**src/rtl/fu_cmpl_buf.sv**
```systemverilog
// Per-FU completion buffer: show-ahead FIFO that holds FU results until the CDB
// arbiter grants the head entry, so results that lose arbitration are not dropped.
module fu_cmpl_buf #(
  parameter int unsigned DEPTH  = 4,
  parameter int unsigned TAG_W  = 7,
  parameter int unsigned PRD_W  = 7,
  parameter int unsigned DATA_W = 32,
  localparam int unsigned PTR_W = $clog2(DEPTH),
  localparam int unsigned CNT_W = $clog2(DEPTH + 1)
) (
  input  logic              clk,
  input  logic              rst_n,
  input  logic              flush_i,
  input  logic              fu_valid_i,
  output logic              fu_ready_o,
  input  logic [TAG_W-1:0]  fu_rob_tag_i,
  input  logic [PRD_W-1:0]  fu_prd_i,
  input  logic [DATA_W-1:0] fu_data_i,
  input  logic              fu_rd_used_i,
  output logic              out_valid_o,
  output logic [TAG_W-1:0]  out_rob_tag_o,
  output logic [PRD_W-1:0]  out_prd_o,
  output logic [DATA_W-1:0] out_data_o,
  output logic              out_rd_used_o,
  input  logic              out_grant_i,
  output logic [CNT_W-1:0]  count_o,
  output logic              overflow_o
);

  localparam int unsigned EntW = TAG_W + PRD_W + DATA_W + 1;

  logic [EntW-1:0]  mem_q [DEPTH];
  logic [PTR_W-1:0] wr_ptr_q, wr_ptr_d;
  logic [PTR_W-1:0] rd_ptr_q, rd_ptr_d;
  logic [CNT_W-1:0] count_q, count_d;
  logic             overflow_q, overflow_d;
  logic             push, pop;
  logic [EntW-1:0]  head;

  // Ready is a function of registered occupancy only; no path from out_grant_i.
  assign fu_ready_o  = (count_q != CNT_W'(DEPTH));
  assign out_valid_o = (count_q != '0);
  assign push        = fu_valid_i && fu_ready_o;
  assign pop         = out_valid_o && out_grant_i;

  always_comb begin
    wr_ptr_d   = wr_ptr_q;
    rd_ptr_d   = rd_ptr_q;
    count_d    = count_q;
    overflow_d = overflow_q | (fu_valid_i & ~fu_ready_o);
    if (flush_i) begin
      wr_ptr_d = '0;
      rd_ptr_d = '0;
      count_d  = '0;
    end else begin
      if (push) wr_ptr_d = wr_ptr_q + PTR_W'(1);
      if (pop)  rd_ptr_d = rd_ptr_q + PTR_W'(1);
      if (push && !pop)      count_d = count_q + CNT_W'(1);
      else if (pop && !push) count_d = count_q - CNT_W'(1);
    end
  end

  always_ff @(posedge clk or negedge rst_n) begin
    if (!rst_n) begin
      wr_ptr_q   <= '0;
      rd_ptr_q   <= '0;
      count_q    <= '0;
      overflow_q <= 1'b0;
    end else begin
      wr_ptr_q   <= wr_ptr_d;
      rd_ptr_q   <= rd_ptr_d;
      count_q    <= count_d;
      overflow_q <= overflow_d;
    end
  end

  // Storage needs no reset; a flushed push is simply never written.
  always_ff @(posedge clk) begin
    if (push && !flush_i) begin
      mem_q[wr_ptr_q] <= {fu_rob_tag_i, fu_prd_i, fu_data_i, fu_rd_used_i};
    end
  end

  assign head = out_valid_o ? mem_q[rd_ptr_q] : '0;

  always_comb begin
    {out_rob_tag_o, out_prd_o, out_data_o, out_rd_used_o} = head;
  end

  assign count_o    = count_q;
  assign overflow_o = overflow_q;

endmodule

```
**config.mk**
```make
export PLATFORM = sky130hd
export DESIGN_NAME = fu_cmpl_buf
export DESIGN_NICKNAME = d
export VERILOG_FILES = /design/src/rtl/fu_cmpl_buf.sv
export SDC_FILE = /design/constraint.sdc
export NUM_CORES = 1
export LEC_CHECK = 0
export BUFFER_PORTS_ARGS = -buffer_cell sky130_fd_sc_hd__buf_2
export CAP_MARGIN = 20
export CORE_MARGIN = 3
export CORE_UTILIZATION = 57
export CTS_CLUSTER_SIZE = 24
export DETAILED_ROUTE_END_ITERATION = 8
export GPL_TIMING_DRIVEN = 0
export PLACE_DENSITY = 0.79
export SYNTH_ARGS = -nofsm -noshare
export SYNTH_HDL_FRONTEND = slang
export SYNTH_SLANG_ARGS = --single-unit
```
**constraint.sdc**
```tcl
create_clock -name clk -period 3.4 [get_ports clk]
set_input_delay 0.34 -clock clk [delete_from_list [all_inputs] [get_ports clk]]
set_output_delay 0.34 -clock clk [all_outputs]
set_load 0.03 [all_outputs]
```
## Word level (Yosys, flattened, before mapping)

Memory sizes are Yosys's and may differ from the RTL's.
Index checks and enable logic that the tools add are counted.

| storage, ports and cells | value |
|---|---|
| bits in registers | 8 |
| bits in writable memories | 188 |
| input bits | 52 |
| output and inout bits | 53 |
| logic and storage cells | 35 |
| memories kept | 1 |

| cells by class | value |
|---|---|
| add/sub/neg operators | 4 |
| eq/ne operators | 1 |
| muxes and demuxes | 10 |
| bitwise gates (word level) | 3 |
| reductions and logical operators | 12 |

Memory list:

| name | words | width | read ports | clocked after memory_dff | wr ports | line | text |
|---|---|---|---|---|---|---|---|
| mem_q | 4 | 47 | 1 | 0 | 1 | 32 | `logic [EntW-1:0] mem_q [DEPTH];` |

Operators by type and width:

| cell | count |
|---|---|
| $mux W47 | 1 |
| $mux W3 | 3 |
| $mux W2 | 4 |
| $reduce_bool A3 Y1 | 2 |
| $logic_and A1 B1 Y1 | 5 |
| $add A2 B1 Y2 const B | 2 |
| $reduce_bool A2 Y1 | 2 |
| $add A3 B1 Y3 const B | 1 |
| $logic_not A1 Y1 | 3 |
| $ne A3 B3 Y1 const B | 1 |
| $sub A3 B1 Y3 const B | 1 |
| $mux W1 | 2 |
| $and A1 B1 Y1 | 1 |
| $not A1 Y1 | 1 |
| $or A1 B1 Y1 | 1 |

## Depth between registers and ports, before layout

| depth | value |
|---|---|
| word-level depth | 7 |
| gate-level depth with buffers | 8 |
| mapped depth without buffers | 7 |

## Worst setup path before layout

OpenSTA, ideal clock, no wires.

| timing | value |
|---|---|
| path kind | register to register |
| start | reg count_q[0], in the netlist count_o[0] |
| end | mem mem_q[0][0] (netlist name) (enable) |
| setup time | 0.409 ns |
| data arrival time | 2.199 ns |
| data required time | 2.991 ns |
| slack | 0.792 ns |
| cell stages (with the launch flop) | 5 |
| path buffers | 1 |
| period minus slack after synthesis | 2.608 ns |
| cell sequence | dfrtp_1 -> buf_2 -> nor3b_1 -> nor3_1 -> and2_1 |

| on the way | value |
|---|---|
| word-level cells in the longest chain between the ends | 5 |

RTL lines:

| what | line | text |
|---|---|---|
| from (decl) | 35 | `logic [CNT_W-1:0] count_q, count_d;` |
| from (signal assigned) | 72 | `count_q <= count_d;` |
| $ne A3 B3 Y1 | 41 | `assign fu_ready_o = (count_q != CNT_W'(DEPTH));` |
| $logic_and A1 B1 Y1 | 43 | `assign push = fu_valid_i && fu_ready_o;` |
| $logic_and A1 B1 Y1 | 79 | `if (push && !flush_i) begin` |
| $mux W1 | 79 |  |
| $mux W1 (not written as such) | 80 | `mem_q[wr_ptr_q] <= {fu_rob_tag_i, fu_prd_i, fu_data_i, fu_rd_used_i};` |
| to (decl) | 32 |  |

No other way between the ends.

## Worst setup path in the final report

| timing | value |
|---|---|
| start | reg count_q[0], in the netlist count_o[0] |
| end | out out_data_o[9] |

| on the way | value |
|---|---|
| word-level cells in the longest chain between the ends | 2 |

RTL lines:

| what | line | text |
|---|---|---|
| $reduce_bool A3 Y1 | 42 | `assign out_valid_o = (count_q != '0);` |
| $mux W47 | 84 | `assign head = out_valid_o ? mem_q[rd_ptr_q] : '0;` |
| to (decl) | 23 | `output logic [DATA_W-1:0] out_data_o,` |

No other way between the ends.

==> run metrics <==
Core Rows=41; GRT overflow=0; core area=0.0129 mm^2; RSZ-0062 raised after global routing=no; Final Slew Violations=0; Worst-Skew Late Latency=0.42 ns; io pins=105; hold crit path type=in2reg; clock sinks=196; die width=122 um; status=finished clean; final non-filler cell total=670; period utilization=0.812; CTS Hold Bufs=1; drt drc=0; Logic pwr share=0.339; Worst Setup SP=count_o[0]$_DFFE_PN0P_; r2r startpoint=count_o[1]$_DFFE_PN0P_; Detailed Route WL=13700 um; CP max FO=10; VDD IR-drop max=469 uV; commonest non-fill, non-tap cells in the layout=edfxtp_1 (188), buf_2 (108), mux4_2 (47), and2_1 (47), clkbuf_16 (17); PortBufs=101; Switching Fraction=0.325; register share of total power=0.403; worst slew pin tran=0.658 ns; Core Util, Final=0.699; vias in the first global route=4069; CTS resizes=0; pin count of the biggest net entering global routing=29; Post-Synthesis Cell Area=0.00769 mm^2; initial antenna violation count=1; Worst Path Arrival=2.42 ns; Most used DFF post-synth=edfxtp_1; R2R depth=7; synthesis-to-finish area growth=17.5%; Setup crit end kind=output port; share of cells above drive strength 1=0.388; Detailed Place HPWL=8640 um; clk slew on worst S/H paths=0.06 ns; area occupied by multi-input gates=0.00169 mm^2; maxcap violations=0; worst reg2reg endpoint=count_o[2]$_DFFE_PN0P_; post-synthesis sequential area ratio=0.760; most common cell after layout, fill and taps aside=edfxtp_1; max_slew headroom=0.561; Setup WS post-layout=0.639 ns; Synth cell types=34; antenna viol nets, final=0; placed insts=639; fin area=0.00903 mm^2; R2R Setup Slk=0.78 ns; Setup crit end=out_data_o[9]; Die H=122 um; Net Switching=2.28 mW; number of H-tree levels=4; critical path type=reg2out; total track usage=0.203; FFs w/ async S/R, synth=0.0408; ant diodes=0; Cells after Synth=362; Hold WS=0.132 ns; first-pass GRT wire length=21800 um; Num CTS Buffers=17; Register Area=0.00585 mm^2; drt via density=5.54; P per Cell Area=777 mW/mm^2; initial core utilization=0.595; Worst EP required=3.06 ns; Int Power=4.74 mW; total power=7.02 mW; Post-CTS Setup Bufs=0; leading post-synthesis cells by cell area=edfxtp_1 (73%), mux4_2 (14%), and2_1 (4.1%); Placed Area=0.00849 mm^2; Syn Area/Cell=21.2 um^2; EDFF count, synth=188; Initial DRC Count=258; drt pass-1 iters=5; achievable frequency=0.362 GHz; post-synth top area share=0.734; setup_tns=0 ns; Routability Congestion=0.796; dpl ws=0.823 ns; final setup fails=0; Leak=3.15 nW; die area=0.0149 mm^2; final hold vios=0; CTS tree=done; Seq cells post-synth=196; clock power share=0.259; Avg WL per Cell=20.4 um; final period demand of the worst path=2.76 ns; Mapped Nets=419; Worst Clk Skew=0.0100 ns; Vias=3710; NumNets Final=544; largest area contributor in the synthesized netlist=edfxtp_1; crit path launch type=flip-flop; Clock Tree Buf Depth=2; Synth warnings=0; fillers=852; CTS Root Cell=clkbuf_16
[critical path, stage by stage (launching register included)]
cell and delay (ns):
dfrtp_1 0.34, buf_2 0.19, nor2_1 0.10, nand2_1 0.13, clkbuf_1 0.45, clkbuf_1 0.38
and2_1 0.21, buf_2 0.20
[layout make-up]
| type | instances | share of cell area |
|---|---|---|
| clock buffers | 20 | 0.0483 |
| clock inverters | 10 | 0.0101 |
| flip-flops and latches | 196 | 0.647 |
| well taps | 172 | 0.0238 |
| repair buffers | 106 | 0.0659 |
| plain buffers | 21 | 0.0151 |
| multi-input cells | 138 | 0.187 |
| inverters | 7 | 0.00291 |
[synth_stat cells (2+ instances only)]
library cell and instances:
buf_2 7, edfxtp_1 188, clkbuf_1 7, xor2_1 2, and2_1 51, o21a_1 2, mux2_2 2, a21oi_1 2
o31ai_1 2, ha_1 4, nor2_1 8, dfrtp_1 8, mux4_2 47, buf_12 2, buf_4 2, nand3_1 2
o21ai_0 3, inv_1 7
[how the worst min path moves through the flow]
stage | from | to | slack [ns] | cells after the start
floorplan | rst_n | count_o[0]$_DFFE_PN0P_ | 0.04 | 0
global placement | rst_n | count_o[0]$_DFFE_PN0P_ | 0.19 | 1
detailed placement | rst_n | count_o[0]$_DFFE_PN0P_ | 0.20 | 1
CTS | fu_prd_i[2] | mem_q[0][35]$_DFFE_PP_ | 0.11 | 1
global route | fu_rob_tag_i[5] | mem_q[3][45]$_DFFE_PP_ | 0.11 | 1
finish | fu_data_i[30] | mem_q[3][31]$_DFFE_PP_ | 0.13 | 1
[power by group through the flow]
stage	Clock, mW	Combinational [mW]	Sequential, mW
2_1_floorplan	0	1.71	2.91
3_3_place_gp	0	2.37	2.87
3_5_place_dp	0	2.41	2.88
4_1_cts	1.86	2.42	2.83
5_1_grt	1.96	2.56	2.84
6_report	1.82	2.38	2.82
[metal layers]
metal / up-vias / GRT usage / wire length [um] / share of wire
met5: - / 0 / 7 / 0.00051
met4: 2 / 0.0721 / 162 / 0.012
met3: 15 / 0.0604 / 802 / 0.059
met2: 126 / 0.325 / 7050 / 0.51
met1: 1873 / 0.269 / 5670 / 0.41
li1: 1694 / - / - / -
[registers in the layout, indices dropped and copies added (netlist names)]
signal / flops
mem_q: 188
count_o: 3
rd_ptr_q: 2
wr_ptr_q: 2
overflow_o: 1
[cell families (layout without fill, tap and decap cells)]
group | after synthesis | in the layout | synth area share
and+or+nand+nor | 66 | 66 | 0.0506
muxes | 50 | 50 | 0.142
adders and majority gates | 5 | 5 | 0.00911
buffers and inverters | 28 | 164 | 0.0212
AOI/OAI and AO/OA | 15 | 15 | 0.0146
DFF | 196 | 196 | 0.760
xor gates and xnor gates | 2 | 2 | 0.00228
(Power assumes the default switching activity.)
